## src/rtl/shift_normalizer_pkg.sv

```systemverilog
// Shared definitions for the shift normalizer.
//   NORM_W       default operand width
//   NORM_STAGES  binary-search steps (and RUN cycles) for NORM_W
//   norm_state_e control FSM encoding
package shift_normalizer_pkg;

    localparam int unsigned NORM_W      = 32;
    localparam int unsigned NORM_STAGES = $clog2(NORM_W);

    typedef enum logic [1:0] {
        StIdle,
        StRun,
        StDone
    } norm_state_e;

endpackage

```

## src/rtl/shift_normalizer_norm_step.sv

```systemverilog
// One binary-search step of the left normalizer (combinational).
// Evaluates a shift of 2^k_i on work_i and reports whether it is taken.
//   work_i       current work word
//   k_i          stage index; step size is 2^k_i
//   is_signed_i  0: step taken if top s bits are zero
//                1: step taken if top s+1 bits are all equal
//   work_o       work_i << 2^k_i (zero-fill)
//   amt_o        step size 2^k_i
//   taken_o      step condition holds
module shift_normalizer_norm_step #(
    parameter int unsigned WIDTH  = 32,
    parameter int unsigned STAGES = $clog2(WIDTH)
) (
    input  logic [WIDTH-1:0]  work_i,
    input  logic [STAGES-1:0] k_i,
    input  logic              is_signed_i,
    output logic [WIDTH-1:0]  work_o,
    output logic [STAGES-1:0] amt_o,
    output logic              taken_o
);

    logic [WIDTH-1:0] probe;
    logic [WIDTH-1:0] top_mask;

    always_comb begin
        amt_o    = STAGES'(1) << k_i;
        // Bit i of the signed probe is set when bits i and i-1 differ, so "top s+1 bits
        // equal" becomes "top s probe bits zero", same test as the unsigned case.
        probe    = is_signed_i ? (work_i ^ (work_i << 1)) : work_i;
        top_mask = ~({WIDTH{1'b1}} >> amt_o);
        taken_o  = ((probe & top_mask) == '0);
        work_o   = work_i << amt_o;
    end

endmodule

```

## src/rtl/shift_normalizer.sv

```systemverilog
// Multi-cycle left normalizer: shifts an operand left until its MSB is significant,
// one binary-search stage per cycle (WIDTH/2, ..., 2, 1), behind valid/ready handshakes.
//   clk, rst_n   clock, synchronous active-low reset
//   in_valid     request valid;  in_ready high only in IDLE
//   in_data      operand;        in_signed selects MSB=1 (0) or bit[W-1]!=bit[W-2] (1)
//   out_valid    result valid, held until out_ready
//   out_data     normalized operand; out_count shift applied; out_zero operand was zero
module shift_normalizer
    import shift_normalizer_pkg::*;
#(
    parameter  int unsigned WIDTH  = NORM_W,
    localparam int unsigned STAGES = $clog2(WIDTH)
) (
    input  logic              clk,
    input  logic              rst_n,
    input  logic              in_valid,
    output logic              in_ready,
    input  logic [WIDTH-1:0]  in_data,
    input  logic              in_signed,
    output logic              out_valid,
    input  logic              out_ready,
    output logic [WIDTH-1:0]  out_data,
    output logic [STAGES-1:0] out_count,
    output logic              out_zero
);

    norm_state_e       state_q, state_d;
    logic [WIDTH-1:0]  work_q, work_d;
    logic [STAGES-1:0] count_q, count_d;
    logic [STAGES-1:0] k_q, k_d;
    logic              zero_q, zero_d;
    logic              sgn_q, sgn_d;

    logic [WIDTH-1:0]  step_work;
    logic [STAGES-1:0] step_amt;
    logic              step_taken;

    shift_normalizer_norm_step #(
        .WIDTH  (WIDTH),
        .STAGES (STAGES)
    ) u_norm_step (
        .work_i      (work_q),
        .k_i         (k_q),
        .is_signed_i (sgn_q),
        .work_o      (step_work),
        .amt_o       (step_amt),
        .taken_o     (step_taken)
    );

    always_comb begin
        state_d   = state_q;
        work_d    = work_q;
        count_d   = count_q;
        k_d       = k_q;
        zero_d    = zero_q;
        sgn_d     = sgn_q;
        in_ready  = 1'b0;
        out_valid = 1'b0;
        out_data  = '0;
        out_count = '0;
        out_zero  = 1'b0;

        unique case (state_q)
            StIdle: begin
                in_ready = 1'b1;
                if (in_valid) begin
                    work_d  = in_data;
                    count_d = '0;
                    k_d     = STAGES'(STAGES - 1);
                    zero_d  = (in_data == '0);
                    sgn_d   = in_signed;
                    state_d = StRun;
                end
            end
            StRun: begin
                if (step_taken) begin
                    work_d  = step_work;
                    // Sum of distinct powers below WIDTH, so it never exceeds WIDTH-1.
                    count_d = count_q + step_amt;
                end
                if (k_q == '0) begin
                    state_d = StDone;
                end else begin
                    k_d = k_q - 1'b1;
                end
            end
            StDone: begin
                // Outputs are gated to DONE so intermediate work is never visible.
                out_valid = 1'b1;
                out_data  = work_q;
                out_count = count_q;
                out_zero  = zero_q;
                if (out_ready) begin
                    state_d = StIdle;
                end
            end
            default: begin
                state_d = StIdle;
            end
        endcase
    end

    always_ff @(posedge clk) begin
        if (!rst_n) begin
            state_q <= StIdle;
            work_q  <= '0;
            count_q <= '0;
            k_q     <= '0;
            zero_q  <= 1'b0;
            sgn_q   <= 1'b0;
        end else begin
            state_q <= state_d;
            work_q  <= work_d;
            count_q <= count_d;
            k_q     <= k_d;
            zero_q  <= zero_d;
            sgn_q   <= sgn_d;
        end
    end

endmodule

```

## config.mk

```make
export PLATFORM = sky130hd
export DESIGN_NAME = shift_normalizer
export DESIGN_NICKNAME = d
export VERILOG_FILES = /design/src/rtl/shift_normalizer_pkg.sv /design/src/rtl/shift_normalizer_norm_step.sv /design/src/rtl/shift_normalizer.sv
export SDC_FILE = /design/constraint.sdc
export NUM_CORES = 1
export LEC_CHECK = 0
export CELL_PAD_IN_SITES_DETAIL_PLACEMENT = 1
export CELL_PAD_IN_SITES_GLOBAL_PLACEMENT = 1
export CORE_MARGIN = 4
export CORE_UTILIZATION = 43
export CTS_BUF_LIST = sky130_fd_sc_hd__clkbuf_8
export CTS_CLUSTER_SIZE = 12
export DETAILED_ROUTE_END_ITERATION = 16
export GPL_TIMING_DRIVEN = 1
export PLACE_DENSITY = 0.94
export SYNTH_ARGS = -nofsm -noshare
export SYNTH_HDL_FRONTEND = slang
export SYNTH_SLANG_ARGS = --single-unit
```

## constraint.sdc

```tcl
create_clock -name clk -period 5.65 [get_ports clk]
set_input_delay 1.13 -clock clk [delete_from_list [all_inputs] [get_ports clk]]
set_output_delay 1.13 -clock clk [all_outputs]
set_load 0.01 [all_outputs]
```

* Word-level counts from Yosys, hierarchy flattened
Index checks and enable logic that the tools add are counted.
Storage, ports and cells: output and inout bits 40, logic and storage cells 49, memories 0, ROM bits 0, RAM bits 0, register bits after elaboration 46, bits in latches 0
Cells by class: equality and inequality tests 7, add/subtract/negate cells 2, shifts and indexed selects 3, multiply operators 0, multiplexer cells 19, bitwise gates (word level) 3, reductions and logical operators 9, order comparisons 0, divide/modulo/power cells 0
Operator list (count):
- 32-bit two-way mux | 4
- 32-bit zero test | 2
- 32-bit one-hot mux with 2 select lines | 1
- 32-bit AND | 1
- 32-bit inverter | 1
- 32-bit by 5-bit << shifter with 32-bit output | 1
- 32-bit by 5-bit >> shifter with 32-bit output (first input constant) | 1
- 32-bit XOR | 1
- 5-bit two-way mux | 5
- 5-bit one-hot mux with 2 select lines | 2
- 2-bit inequality test (second input constant) | 5
- 3-bit AND reduction | 3
- 2-bit two-way mux | 3
- 2-bit one-hot mux with 3 select lines | 1
- 5-bit adder | 1
- 5-bit zero test | 1
- 1-bit by 5-bit << shifter with 5-bit output (first input constant) | 1
- 5-bit by 1-bit subtractor with 5-bit output (second input constant) | 1
- 1-bit two-way mux | 3
- 2-bit by 1-bit equality test with 1-bit output (second input constant) | 1
- 2-bit equality test (second input constant) | 1
- 2-bit zero test | 1
- 2-bit AND reduction | 1
- 2-bit nonzero test | 1

* Logic depth before layout (Yosys ltp)
Gate-level depths: netlist of run 1.
depth after elaboration 7, gate-level depth with buffers 13

* By module
Synthesis of run 1 repeated with hierarchy kept, for this count alone.
Second synthesis, totals: cell total of the unflattened synthesis 598, area, all modules 4347.9 um^2
Modules (own cells, without submodules):
- shift_normalizer | area each 2541.2 um^2, instances 1, cells each 322
- shift_normalizer_norm_step | area each 1806.7 um^2, instances 1, cells each 276

* Least setup slack after synthesis of run 1
OpenSTA, ideal clock, no wires.
path type reg-to-reg, start reg k_q[1], end reg count_q[4], arrival time 2.793 ns, slack 2.783 ns, clock period less this slack 2.867 ns, stages on the path, launching flop included 14, cell sequence dfxtp_1 > clkbuf_1 > nor4_2 > buf_2 > nand2_1 > inv_1 > ha_1 > inv_1 > fa_1 > o21bai_1 > a21oi_1 > xnor2_1 > or4_1 > a31oi_1
Between the ends: word-level cells in the longest chain between the ends 7
RTL lines:
- start: declaration | RTL line shift_normalizer.sv:30 | logic [STAGES-1:0] k_q, k_d;
- start signal: assignment | RTL line shift_normalizer.sv:115 | k_q <= k_d;
- 1-bit by 5-bit << shifter with 5-bit output (*) | RTL line shift_normalizer_norm_step.sv:26 | amt_o = STAGES'(1) << k_i;
- 32-bit by 5-bit >> shifter with 32-bit output | RTL line shift_normalizer_norm_step.sv:30 | top_mask = ~({WIDTH{1'b1}} >> amt_o);
- 32-bit inverter | RTL line shift_normalizer_norm_step.sv:30
- 32-bit AND | RTL line shift_normalizer_norm_step.sv:31 | taken_o = ((probe & top_mask) == '0);
- 32-bit zero test | RTL line shift_normalizer_norm_step.sv:31
- 2-bit inequality test (no source line)
- 3-bit AND reduction (no source line)
- end signal: assignment | RTL line shift_normalizer.sv:114 | count_q <= count_d;
- end: declaration | RTL line shift_normalizer.sv:29 | logic [STAGES-1:0] count_q, count_d;
Mark *: on every way between the ends. The rest lies on a longest branch, timed or not. The select of a mux whose other input is x is not followed. A chain may end at the register's enable or synchronous reset.

* Final worst setup path of run 1
start reg state_q[1], end out out_data[9]
Between the ends: word-level cells in the longest chain between the ends 2
RTL lines:
- start: declaration | RTL line shift_normalizer.sv:27 | norm_state_e state_q, state_d;
- start signal: assignment | RTL line shift_normalizer.sv:105 | state_q <= StIdle;
- start signal: assignment | RTL line shift_normalizer.sv:112 | state_q <= state_d;
- 2-bit equality test | RTL line shift_normalizer.sv:63 | unique case (state_q)
- 32-bit two-way mux | RTL line shift_normalizer.sv:63
- end: declaration | RTL line shift_normalizer.sv:22 | output logic [WIDTH-1:0] out_data,
Every way passes these cells.

==> impl_metrics.json, run 1 <==
{
  "cts_tree": "done",
  "synth_area_leader_cell": "dfxtp_1",
  "yosysSeqAreaShare_pct": 20.79,
  "num_vias": 5426,
  "grt_overflow": 0,
  "critPathLaunchType": "flop",
  "synthCells": 617,
  "pre_cts_slack_ns": 1.986,
  "routabilityCongestion": 0.9925,
  "clock_skew_ns": 0.008818,
  "synthAdderAreaFrac_pct": 2.372,
  "fin_cells": 784,
  "setup_ws_ns": 1.602,
  "grt_max_degree": 41,
  "io_pins": 77,
  "core_area_um2": 9910,
  "cts_resized": 0,
  "viasPerCell": 6.921,
  "ys_types": 75,
  "insertion_delay_ns": 0.32,
  "slew_viol_final": 0,
  "io_buffers": 76,
  "hold_violations": 0,
  "drt-pass1-iter-count": 5,
  "cp-end-kind": "output port",
  "cts_made_buffers": 5,
  "relSlewSlack_pct": 10.37,
  "synth_compound_gate_area_share_pct": 29.00,
  "cpPeakStageDelay_ns": 1.06,
  "post-route-period-util_pct": 71.65,
  "p_leak_nw": 1.908,
  "final_util_pct": 53.28,
  "yosysMostFrequentCell": "nand2_1",
  "synth-seq-cells": 46,
  "power_density_nw_per_um2": 269.4,
  "peakVddDrop_v": 0.0001448,
  "required_ns": 4.52,
  "hold_class": "flop to flop",
  "synth_top_family_by_area": "simple AND/OR/NAND/NOR gates",
  "critPathSlowestCell": "nor2b_2",
  "ys_top_cells_by_count": "nand2_1, dfxtp_1, nor2_1, a21oi_1, and2_1",
  "place_hpwl_um": 15680,
  "syn-cell-area_um2": 4430,
  "critPathMaxFanout": 37,
  "fmax_ghz": 0.2470,
  "core.rowCount": 36,
  "dp.cells": 776,
  "syn_avg_cell_area_um2": 7.181,
  "cts.sinks": 46,
  "syn-num-nets": 661,
  "initial_utilization_pct": 44.71,
  "synth_xor_area_share_pct": 1.977,
  "grt_first_pass_wirelength_um": 32800,
  "worstMarginPinSlew_ns": 1.338,
  "finalCriticalPeriod_ns": 4.048,
  "cts_hold_buffers": 0,
  "n_fill_cell": 1260,
  "fp.dieArea_um2": 11990,
  "status": "complete, no violations",
  "antenna-diode-count": 0,
  "muxShareOfSynthArea_pct": 8.585,
  "path_buf_inv": 2,
  "clockBufferDepth": 2,
  "cts.root.buffer_cell": "clkbuf_8",
  "crit_family": "simple AND/OR/NAND/NOR gates",
  "grt_use_total_pct": 36.49,
  "clk_pin_slew_ns": 0.10,
  "arrival_ns": 2.92,
  "cap_violations": 0,
  "antenna_found_initial": 0,
  "synth-simple-area-share_pct": 30.22,
  "rsz0062_at_grt": "no",
  "drive_gt1_share_pct": 6.452,
  "criticalPathCategory": "flop to output port",
  "yosysWarnings": 0,
  "grt_pass1_vias": 5342,
  "seqCellArea_um2": 920.9,
  "wl_per_cell_um": 27.48,
  "post_cts_buffers": 0,
  "fin_setup_tns_ns": 0,
  "multi_input_area_um2": 3213,
  "fin_nets": 694,
  "fp.dieW_um": 109.5,
  "dr.first_iter.drc_count": 589,
  "ys.flop_type": "dfxtp_1",
  "area_growth_pct": 19.18,
  "setup_viol": 0,
  "synth_edf_count": 0,
  "fp.dieH_um": 109.5,
  "antenna_left": 0,
  "async_reset_ff_share_pct": 0,
  "drc_errors": 0,
  "cp_cell_sequence": "nor2b_2 -> inv_1 -> nor2_1 -> clkdlybuf4s50_1",
  "drt-total-wl_um": 21540,
  "htreeDepth": 2,
  "synth_top_area_share_pct": 20.79,
  "synth_area_leaders": "dfxtp_1, mux2i_1, and2_1"
}
-- sequential cells by signal (all words and copies together) (netlist names) --
name / flops
k_q: 5
zero_q: 1
work_q: 32
sgn_q: 1
count_q: 5
state_q: 2
-- cell usage in the layout (no fill, tap or decap), types with 8 or more instances in the layout --
| master | count |
|---|---|
| nor2_1 | 45 |
| o211ai_1 | 14 |
| mux2i_1 | 29 |
| o21ai_0 | 27 |
| inv_1 | 10 |
| buf_4 | 11 |
| and3_1 | 9 |
| a221oi_1 | 9 |
| dfxtp_1 | 46 |
| a22oi_1 | 8 |
| nand2_1 | 63 |
| o31ai_1 | 9 |
| nand2b_1 | 10 |
| nand3_1 | 16 |
| nor4_1 | 11 |
| nor3_1 | 22 |
| a21oi_1 | 40 |
| mux2_2 | 8 |
| a211oi_1 | 12 |
| clkdlybuf4s50_1 | 76 |
| and2_1 | 40 |
-- area by class of cell --
type / count / share of cell area [%]
sequential: 46 / 17.44
tap: 133 / 3.152
clock inverter: 3 / 0.3555
timing repair buffer: 87 / 15.97
multi-input combinational: 497 / 60.85
inverter: 13 / 0.9242
clock buffer: 5 / 1.303
-- through the flow --
stage          hold WS [ns]  area, um^2  power, mW
2_1_floorplan        0.4482        4431     0.9002
3_3_place_gp         0.4626        5192      1.155
3_5_place_dp         0.4863        5192      1.174
4_1_cts              0.5019        5280      1.393
5_1_grt              0.5359        5280      1.486
6_report             0.4986        5280      1.422
-- final timing paths --
kind | from | end | slack, ns | depth (start not counted)
worst max-delay path | state_q[1] | out_data[9] | 1.60 | 4
worst min-delay path | zero_q | zero_q | 0.50 | 2
worst max register to register | k_q[1] | count_q[3] | 1.95 | 7
worst min register to register | zero_q | zero_q | 0.50 | 2
-- routing by layer --
layer | track usage [%] | share of wire (%)
met2 | 59.63 | 47
met1 | 47.49 | 39
met4 | 15.32 | 4.5
met3 | 6.048 | 9.9
met5 | 0 | 0
-- worst min-delay path, delay by kind of cell, from the launching register on --
kind | cells | cell delay (ns)
compound gates | 1 | 0.06
flops | 1 | 0.34
simple gates | 1 | 0.07
-- report_power, final --
part / switching (mW) / total [mW] / internal (mW)
logic: 0.441 / 0.700 / 0.259
clock network: 0.137 / 0.225 / 0.0877
registers: 0.129 / 0.498 / 0.369
total: 0.707 / 1.42 / 0.716
-- logic make-up after synthesis --
kind of cell / count (synthesis)
muxes: 37
AOI/OAI and AO/OA: 184
DFF: 46
xor gates and xnor gates: 10
adders and majority gates: 8
and+or+nand+nor: 258
buffers and inverters: 74
Power figures use the tool's default switching activity.
==> inputs of run 2 (changes only) <==
- CORE_UTILIZATION: 43 -> 36
- PLACE_DENSITY: 0.94 -> 0.84
- clock period: 5.65 -> 3.7 ns (I/O delays scaled with it)
==> impl_metrics.json, run 2 (synthesized netlist as in run 1, its figures left out) <==
{
  "status": "complete, no violations",
  "fin_setup_tns_ns": 0,
  "grt_max_degree": 39,
  "top_register": "work_q",
  "critPathLaunchType": "flop",
  "criticalPathCategory": "flop to flop",
  "netSwitchingPower_mw": 1.067,
  "rsz0062_at_grt": "no",
  "fmax_ghz": 0.3199,
  "cts_resized": 0,
  "dp.cells": 800,
  "viasPerCell": 6.624,
  "slew_viol_final": 0,
  "post-route-period-util_pct": 84.48,
  "wl_per_cell_um": 25.93,
  "place_hpwl_um": 15550,
  "largestRegisters": "work_q x32, count_q x5, k_q x5",
  "setup_viol": 0,
  "clockBufferDepth": 2,
  "fp.dieW_um": 118.9,
  "initial_utilization_pct": 36.89,
  "clk_pin_slew_ns": 0.11,
  "fin_area_um2": 5368,
  "p_int_mw": 1.107,
  "hold_violations": 0,
  "drt-pass1-iter-count": 5,
  "grt_use_total_pct": 29.56,
  "seqPwrFrac_pct": 34.5,
  "dr.first_iter.drc_count": 490,
  "io_buffers": 76,
  "cts_made_buffers": 5,
  "antenna_left": 0,
  "finalPower_mw": 2.174,
  "routabilityCongestion": 0.9898,
  "cts_hold_buffers": 0,
  "arrival_ns": 3.38,
  "fin_nets": 704,
  "core.rowCount": 40,
  "insertion_delay_ns": 0.33,
  "drive_gt1_share_pct": 7.716,
  "largest_reg_flops": 32,
  "area_growth_pct": 21.15,
  "placed_area_um2": 5280,
  "pwr-share-comb_pct": 49.7,
  "num_vias": 5352,
  "n_fill_cell": 1528,
  "grt_overflow": 0,
  "cts_tree": "done",
  "p_leak_nw": 1.955,
  "htreeDepth": 2,
  "cap_violations": 0,
  "final_common_cell": "clkdlybuf4s50_1",
  "cts.sinks": 46,
  "core_area_um2": 12010,
  "antenna-diode-count": 0,
  "drc_errors": 0,
  "post_cts_buffers": 0,
  "clkPwrFrac_pct": 15.8,
  "antenna_found_initial": 0,
  "switching_share_pct": 49.09,
  "cp-end-kind": "flop",
  "worstMarginPinSlew_ns": 0.9181,
  "clock_skew_ns": 0.02006,
  "grt_first_pass_wirelength_um": 33030,
  "final_util_pct": 44.69,
  "cts.root.buffer_cell": "clkbuf_8",
  "critPathMaxFanout": 22,
  "final_cell_mix": "clkdlybuf4s50_1, nand2_1, dfxtp_1",
  "seqCellArea_um2": 920.9,
  "multi_input_area_um2": 3208,
  "grt_pass1_vias": 5529,
  "drt-total-wl_um": 20950,
  "required_ns": 3.95,
  "peakVddDrop_v": 0.0002363,
  "io_pins": 77,
  "hold_class": "flop to flop",
  "fin_cells": 808,
  "finalCriticalPeriod_ns": 3.126,
  "fp.dieArea_um2": 14150,
  "relSlewSlack_pct": 38.73,
  "power_density_nw_per_um2": 405.1,
  "fp.dieH_um": 118.9
}
-- run 2: cell count changes in the layout (fill, tap and decap cells not counted) --
cell / previous run / this run
buf_4: 11 / 21
nor3_1: 22 / 23
nor3_2: 2 / 1
-- run 2: path summary, 6_finish.rpt --
path | start | endpoint | slack, ns | depth (start not counted)
worst max register to register | k_q[2] | count_q[4] | 0.57 | 9
worst max-delay path | k_q[2] | count_q[4] | 0.57 | 9
worst min register to register | count_q[0] | count_q[0] | 0.49 | 2
worst min-delay path | count_q[0] | count_q[0] | 0.49 | 2
-- run 2: per-stage QoR --
step           worst slack (ns)  hold slack (ns)
2_1_floorplan            0.8326           0.4482
3_3_place_gp             0.7209           0.4687
3_5_place_dp             0.5763           0.4852
4_1_cts                  0.5829           0.5017
5_1_grt                  0.3973           0.5170
6_report                 0.5744           0.4933
-- run 2: per-layer routing --
layer,wire [um],track usage (%)
met4,801,12.09
met3,1581,4.891
met1,8764,38.39
met2,9806,48.63
met5,0,0
-- run 2: worst max-delay path: stages, from the launching register on --
cell,delay (ns)
dfxtp_1,0.56
or4_1,0.65
nor2_4,0.30
inv_2,0.14
fa_1,0.44
o21bai_1,0.15
a21oi_1,0.10
xnor2_1,0.14
or4_1,0.41
a31oi_1,0.17
-- run 2: layout make-up --
| class | count | share of cell area [%] |
|---|---|---|
| inverters | 13 | 0.9091 |
| repair buffers | 97 | 17.11 |
| well taps | 147 | 3.427 |
| multi-input cells | 497 | 59.77 |
| clock buffers | 5 | 1.282 |
| clock inverters | 3 | 0.3497 |
| flip-flops and latches | 46 | 17.16 |
-- run 2: power by group through the flow --
stage	Clock (mW)	Sequential [mW]	Combinational [mW]
floorplan	0	0.623	0.751
global placement	0	0.744	1.04
detailed placement	0	0.753	1.05
CTS	0.345	0.741	1.06
global route	0.367	0.762	1.15
finish	0.344	0.750	1.08
